File: src/rtl/sync_fifo.sv
// rtl/sync_fifo.sv - FWFT synchronous FIFO; define SYNC_FIFO_ERR_EN for sticky overflow/underflow flags
module sync_fifo #(
  parameter int DATA_WIDTH    = 8,
  parameter int DEPTH_LOG2    = 4,
  parameter int AFULL_THRESH  = (2 ** DEPTH_LOG2) - 2,
  parameter int AEMPTY_THRESH = 2
) (
  input  logic                  clk,
  input  logic                  reset,
  input  logic [DATA_WIDTH-1:0] in,
  input  logic                  in_latch,
  output logic                  in_ready,
  output logic [DATA_WIDTH-1:0] out,
  input  logic                  out_latch,
  output logic                  out_valid,
  output logic [DEPTH_LOG2:0]   count,
  output logic                  almost_full,
  output logic                  almost_empty,
  output logic                  overflow,
  output logic                  underflow,
  input  logic                  clear_err
);

  localparam int DEPTH = 2 ** DEPTH_LOG2;
  localparam int CW    = DEPTH_LOG2 + 1;
  localparam logic [CW-1:0] AF_LEVEL = CW'(AFULL_THRESH);
  localparam logic [CW-1:0] AE_LEVEL = CW'(AEMPTY_THRESH);

  logic [DATA_WIDTH-1:0] ram [DEPTH];
  logic [CW-1:0]         wr_ptr;
  logic [CW-1:0]         rd_ptr;
  logic                  full;
  logic                  empty;
  logic                  do_wr;
  logic                  do_rd;

  // Extra pointer MSB distinguishes full from empty when the index bits match.
  assign full  = (wr_ptr[DEPTH_LOG2] != rd_ptr[DEPTH_LOG2]) &&
                 (wr_ptr[DEPTH_LOG2-1:0] == rd_ptr[DEPTH_LOG2-1:0]);
  assign empty = (wr_ptr == rd_ptr);

  assign in_ready  = ~full;
  assign out_valid = ~empty;
  assign do_wr     = in_latch & ~full;
  assign do_rd     = out_latch & ~empty;

  assign out          = ram[rd_ptr[DEPTH_LOG2-1:0]];
  assign almost_full  = (count >= AF_LEVEL);
  assign almost_empty = (count <= AE_LEVEL);

  // Storage is intentionally left out of reset.
  always_ff @(posedge clk) begin
    if (do_wr) begin
      ram[wr_ptr[DEPTH_LOG2-1:0]] <= in;
    end
  end

  always_ff @(posedge clk or posedge reset) begin
    if (reset) begin
      wr_ptr <= '0;
      rd_ptr <= '0;
      count  <= '0;
    end else begin
      if (do_wr) begin
        wr_ptr <= wr_ptr + 1'b1;
      end
      if (do_rd) begin
        rd_ptr <= rd_ptr + 1'b1;
      end
      case ({do_wr, do_rd})
        2'b10:   count <= count + 1'b1;
        2'b01:   count <= count - 1'b1;
        default: count <= count;
      endcase
    end
  end

`ifdef SYNC_FIFO_ERR_EN
  // Setting wins over clear_err so an error in the clearing cycle is not lost.
  always_ff @(posedge clk or posedge reset) begin
    if (reset) begin
      overflow  <= 1'b0;
      underflow <= 1'b0;
    end else begin
      if (in_latch && full) begin
        overflow <= 1'b1;
      end else if (clear_err) begin
        overflow <= 1'b0;
      end
      if (out_latch && empty) begin
        underflow <= 1'b1;
      end else if (clear_err) begin
        underflow <= 1'b0;
      end
    end
  end
`else
  logic unused_clear_err;
  assign unused_clear_err = clear_err;
  assign overflow         = 1'b0;
  assign underflow        = 1'b0;
`endif

endmodule

File: config.mk
export PLATFORM = sky130hd
export DESIGN_NAME = sync_fifo
export DESIGN_NICKNAME = d
export VERILOG_FILES = /design/src/rtl/sync_fifo.sv
export SDC_FILE = /design/constraint.sdc
export NUM_CORES = 1
export LEC_CHECK = 0
export ABC_AREA = 1
export CAP_MARGIN = 20
export CORE_UTILIZATION = 54
export DETAILED_ROUTE_END_ITERATION = 6
export PLACE_DENSITY = 0.76
export SYNTH_ARGS = -nofsm -noshare
export SYNTH_HDL_FRONTEND = slang
export SYNTH_SLANG_ARGS = --single-unit
File: constraint.sdc
create_clock -name clk -period 2.4 [get_ports clk]
set_input_delay 0.48 -clock clk [delete_from_list [all_inputs] [get_ports clk]]
set_output_delay 0.48 -clock clk [all_outputs]
set_load 0.01 [all_outputs]
==> results of run 1 <==
[cell type report]
type                       instances  area [sq um]  share of cell area (%)
clock buffer                      17           425                    5.48
clock inverter                    15           151                    1.95
sequential                       143          4230                    54.4
timing repair buffer              66           703                    9.05
multi-input combinational        404          1970                    25.4
tap                              143           179                    2.30
inverter                          28           111                    1.43
[power groups by stage]
stage / registers, mW / clock network [mW] / logic (mW)
5_1_grt: 3.35 / 2.68 / 4.67
4_1_cts: 3.30 / 2.56 / 3.94
6_report: 3.32 / 2.55 / 4.24
3_3_place_gp: 3.32 / 0 / 3.52
3_5_place_dp: 3.34 / 0 / 3.64
2_1_floorplan: 3.28 / 0 / 2.30
[flip-flops by register name, summed over array words and instances (netlist names)]
register  cells
count         5
wr_ptr        5
ram         128
rd_ptr        5
[synth_stat cells (all sizes together)]
library cell  number
xnor2              4
nand3             40
a31o               1
clkinv             2
nand2            167
edfxtp           128
a2111oi            1
fa                 1
conb               1
xor2               4
dfrtp             15
o21ai             58
clkbuf             7
inv               26
ha                 9
a21oi              2
nor2             115
buf               19
[how the worst max path moves through the flow]
stage          cells past startpoint                   from              endpoint  slack (ns)
6_report                          11  rd_ptr[0]$_DFFE_PP0P_                out[0]       0.005
5_1_grt                           11  rd_ptr[0]$_DFFE_PP0P_                out[0]        -0.1
3_5_place_dp                      15  wr_ptr[0]$_DFFE_PP0P_  count[4]$_DFFE_PP0P_       -0.01
3_3_place_gp                       8  rd_ptr[1]$_DFFE_PP0P_                out[3]        0.06
4_1_cts                            9  rd_ptr[0]$_DFFE_PP0P_                out[2]       -0.05
2_1_floorplan                     16  rd_ptr[1]$_DFFE_PP0P_  count[4]$_DFFE_PP0P_        0.07
[through the flow]
stage / hold WS, ns / setup TNS, ns / setup WS, ns / instances
3_5_place_dp: 0.506 / -0.0130 / -0.0130 / 773
4_1_cts: 0.430 / -0.0830 / -0.0496 / 814
6_report: 0.416 / 0 / 0.00474 / 816
5_1_grt: 0.482 / -0.484 / -0.0974 / 816
3_3_place_gp: 0.500 / 0 / 0.0591 / 773
2_1_floorplan: 0.381 / 0 / 0.0705 / 601
[cell families after synthesis]
group           Yosys count  share of synthesized area (%)
flops                   143                           66.9
compound gates           62                           5.04
simple gates            322                           20.9
other cells               1                         0.0595
xor+xnor                  8                           1.11
buf+inv                  54                           3.87
fa+ha+maj                10                           2.10
[critical path, delay by kind of cell (launching register included)]
kind / cells / cell delay [ns]
simple gates: 6 / 0.41
buf+inv: 4 / 0.51
compound gates: 1 / 0.07
flops: 1 / 0.48
[routing by layer]
layer | track usage [%] | wire length (um) | vias up
met4 | 11.4 | 325 | 0
li1 | - | - | 2135
met1 | 34.1 | 5770 | 2169
met5 | 0 | 0 | -
met3 | 5.29 | 1070 | 27
met2 | 42.4 | 7230 | 209
[what timing repair did]
item	CTS	global route
pin swaps	9	10
cloned	1	3
gates resized for setup	83	44
endpoints found under the setup margin	12	11
buffers inserted	8	0
==> flow_summary_export.csv, run 1 <==
group,metric,value,unit
timing,slew_violations,0,
hold_path,holdCritPathClass,"primary input to async pin",
grt,grt_pass1_vias,4449,
timing,period_share,99.8,%
drt,drt-total-wl,14.4,mm
timing,fin_crit,2.40,ns
synthesis,syn-mean-instance-area,10.5,sq um
run_status,status,"complete, no violations",
job,maxCapViolations,0,
die,start_util,55.2,%
clock_tree,cts_buffers,17,
critical_path,start_kind,"register",
final_layout,drive_gt1_share,19.9,%
timing,setup_viol,0,
clock_tree,clock_latency,0.42,ns
drt,drt_pass1_iterations,5,
synthesis,synth_top_area_share,61.0,%
critical_path,r2r_setup_slack,0.11,ns
clock_tree,clock_path_buffers,2,
final_layout,layout_commonest_cell,"nand2_1",
final_layout,nets,683,
critical_path,slowest_delay,0.48,ns
critical_path,path_cells,"buf_12 > clkbuf_16 > nand2_1 > nand2_1 > nand2_1 > o21ai_1 > nand2_1 > nand2_1 > clkinv_2 > nand2_1 > buf_2",
placement,placed_cell_area,0.00686,sq mm
critical_path,r2r-start,"rd_ptr[0]$_DFFE_PP0P_",
placement,hpwlAfterDp,8.62,mm
die,dieWidth,110,um
critical_path,r2r_end,"count[4]$_DFFE_PP0P_",
critical_path,crit_fanout,9,
timing,max_slew_margin,50.2,%
die,ios,32,
final_layout,fillerInstances,802,
synthesis,netlist_area,0.00631,sq mm
final_layout,antenna_cells,0,
drt,vias,4540,
pwr,powerDensity,1300,mW/mm^2
synthesis,ys_types,29,
clock_tree,cts_tree,"yes",
timing,final-hold-violation-count,0,
critical_path,cp-end-kind,"primary output",
critical_path,critPathSlowestCell,"dfrtp_2",
pwr,switching_share,36.5,%
final_layout,synthToLayoutAreaGrowth,23.2,%
critical_path,worstPathArrival,1.92,ns
critical_path,required,1.92,ns
grt,grt_max_degree,28,
grt,grt_overflow,0,
pwr,total_power,10.1,mW
timing,rsz0062_at_grt,"yes",
grt,grt_pass1_wl,22.4,mm
synthesis,syn_inst,600,
clock_tree,h-tree-depth,4,
final_layout,final_util,68.0,%
synthesis,yosys.area.top_type,"edfxtp_1",
die,core.rowCount,39,
clock_tree,cts-root-buf,"clkbuf_16",
clock_tree,clock_sinks,143,
final_layout,fin_area,0.00777,sq mm
synthesis,seq_area_frac_synth,66.9,%
synthesis,yosysWarnings,0,
die,die_h,110,um
die,core-area,0.0114,sq mm
pwr,p_int,6.42,mW
clock_tree,holdBufCountCts,0,
critical_path,crit_top_cell,"nand2_1",
clock_tree,clk_pin_slew,0.06,ns
timing,finClkSkew,0.00712,ns
critical_path,r2r_cells,15,
pwr,peakVddDrop,0.000767,V
placement,place_congestion,0.899,
placement,io_buffer_count,28,
drt,ant_nets,0,
critical_path,critPathKind,"register to primary output",
grt,grt_usage,26.1,%
pwr,combPwrFrac,41.9,%
grt,antenna_found_initial,0,
timing,worst_pin_slew,0.744,ns
pwr,p_switching,3.69,mW
drt,drc,0,
die,die_area,0.0121,sq mm
synthesis,synth_seq_cells,143,
drt,vias_per_cell,5.56,
final_layout,final_cell_mix,"160 x nand2_1, 128 x edfxtp_1, 85 x nor2_1",
synthesis,yosys-top-cells-area,"edfxtp_1 61%, nand2_1 9.8%, nor2_1 6.2%",
pwr,p_clk_share,25.3,%
drt,drt_iter0_drc,374,
drt,wl_per_cell,17.6,um
timing,max_freq,417,MHz
pwr,p_leak,3.02,nW
pwr,seqPwrFrac,32.8,%
No activity file was read; power rests on OpenSTA's default activity.
==> run 2: changes to the inputs <==
PLACE_DENSITY = 0.81   (was 0.76)
==> run 2 against run 1 <==
Effect of this change:
- the flow now finishes with violations (setup timing)
- count of clock-buffer cells in the layout increased by 4
- worst setup slack got worse by 0.14 ns
- cell area increased by 2.7%
- non-clock buffer count increased by 8
- hold slack improved by 0.012 ns
==> flow_summary_export.csv, run 2 (synthesis results as in run 1) <==
group,metric,value,unit
timing,rsz0062_at_grt,"yes",
grt,grt_overflow,0,
clock_tree,clock_path_buffers,2,
clock_tree,clock_latency,0.42,ns
clock_tree,cts_tree,"yes",
timing,max_freq,394,MHz
critical_path,cp-end-kind,"primary output",
placement,place_congestion,0.869,
critical_path,required,1.92,ns
final_layout,synthToLayoutAreaGrowth,26.5,%
hold_path,holdCritPathClass,"primary input to async pin",
clock_tree,cts_buffers,17,
critical_path,worstSetupEndpoint,"out[4]",
final_layout,antenna_cells,0,
placement,io_buffer_count,28,
clock_tree,h-tree-depth,4,
placement,hpwlAfterDp,8.33,mm
final_layout,largest_reg_flops,128,
critical_path,path_cells,"buf_6 > inv_8 > buf_12 > clkbuf_16 > nand2_1 > nand2_1 > nand2_1 > nand3_1 > nand3_1 > nand2_1 > buf_2",
drt,drt_iter0_drc,514,
clock_tree,clk_pin_slew,0.06,ns
critical_path,critPathKind,"register to primary output",
final_layout,multi_input_area,0.00204,sq mm
final_layout,final_cell_mix,"156 x nand2_1, 128 x edfxtp_1, 91 x nor2_1",
die,core-area,0.0114,sq mm
drt,wl_per_cell,20.7,um
pwr,powerDensity,1360,mW/mm^2
timing,period_share,106,%
critical_path,r2r_cells,16,
die,die_h,110,um
grt,grt_usage,28.4,%
final_layout,layout.cells.non_filler,824,
drt,drc,0,
grt,antenna_found_initial,0,
final_layout,nets,691,
die,dieWidth,110,um
die,die_area,0.0121,sq mm
timing,slew_violations,0,
timing,setup_viol,6,
grt,grt_max_degree,41,
run_status,violations,"setup timing",
timing,hold_slack,0.428,ns
die,start_util,55.2,%
die,ios,32,
timing,layout_setup_ws,-0.136,ns
pwr,p_leak,3.13,nW
critical_path,r2r_setup_slack,0.15,ns
critical_path,cp-startpoint,"rd_ptr[0]$_DFFE_PP0P_",
critical_path,slowest_delay,0.44,ns
timing,final-hold-violation-count,0,
critical_path,r2r_end,"count[4]$_DFFE_PP0P_",
timing,worst_pin_slew,0.770,ns
drt,drt_pass1_iterations,5,
clock_tree,clock_sinks,143,
placement,place_ws,0.0205,ns
timing,max_slew_margin,48.5,%
drt,vias_per_cell,5.87,
final_layout,fillerInstances,752,
timing,finClkSkew,0.00842,ns
drt,ant_nets,0,
critical_path,critPathSlowestCell,"dfrtp_2",
pwr,total_power,10.8,mW
final_layout,final_util,69.9,%
final_layout,layout_commonest_cell,"nand2_1",
final_layout,ff_latch_area,0.00422,sq mm
final_layout,drive_gt1_share,22.8,%
critical_path,crit_top_cell,"nand2_1",
grt,grt_pass1_wl,24.3,mm
grt,grt_pass1_vias,4617,
critical_path,r2r-start,"rd_ptr[0]$_DFFE_PP0P_",
critical_path,worstPathArrival,2.06,ns
job,maxCapViolations,0,
placement,dp.cells,773,
critical_path,crit_fanout,6,
run_status,status,"finished with violations",
drt,drt-total-wl,17.1,mm
die,core.rowCount,39,
clock_tree,cts-root-buf,"clkbuf_16",
drt,vias,4834,
timing,fin_crit,2.54,ns
critical_path,start_kind,"register",
pwr,peakVddDrop,0.000828,V
==> run 2: layout make-up <==
class,count,share of cell area (%)
Timing Repair Buffer,74,11.1
Inverter,28,1.43
Multi-Input combinational cell,404,25.5
Tap cell,143,2.24
Sequential cell,143,52.9
Clock buffer,21,5.52
Clock inverter,11,1.22
==> run 2: worst min path at each step <==
stage                                        to  slack, ns  cells past startpoint                   from
final                      count[2]$_DFFE_PP0P_       0.43                      2                  reset
after global routing       count[2]$_DFFE_PP0P_       0.50                      2                  reset
after CTS                  count[2]$_DFFE_PP0P_       0.44                      2                  reset
after detailed placement  wr_ptr[4]$_DFFE_PP0P_       0.52                      2  wr_ptr[4]$_DFFE_PP0P_
after global placement    wr_ptr[4]$_DFFE_PP0P_       0.50                      2  wr_ptr[4]$_DFFE_PP0P_
after floorplan            count[0]$_DFFE_PP0P_       0.38                      1                  reset
==> run 2: layer usage <==
metal / wire, um / global-route usage [%] / part of all wire, % / vias up
met5: 0 / 0 / 0 / -
met2: 8480 / 46.5 / 50 / 345
met1: 6190 / 36.7 / 36 / 2280
li1: - / - / - / 2149
met3: 1740 / 6.70 / 10 / 60
met4: 637 / 11.6 / 3.7 / 0
==> run 2: worst max-delay path, delay by kind of cell, from the launching register on <==
kind | cells | cell delay [ns]
buf+inv | 5 | 0.63
flops | 1 | 0.44
simple gates | 6 | 0.56
==> run 2: power by group <==
part	leakage, nW	internal, mW	switching, mW
Clock	0.264	1.50	0.961
Sequential	1.34	3.06	0.246
Combinational	1.53	2.16	2.91
Total	3.13	6.71	4.12
==> run 2: timing repair <==
item | CTS | global route
hold buffers | 0 | 0
buffers inserted | 10 | 1
cloned | 7 | 2
endpoints found under the setup margin | 11 | 11
pin swaps | 13 | 27
resized for setup | 89 | 81
==> run 2: metrics by stage <==
stage               area, sq um  TNS, ns
finish                     7980   -0.416
CTS                        7740   -0.214
floorplan                  6310        0
global placement           6880        0
detailed placement         6880        0
global route               7980   -0.710
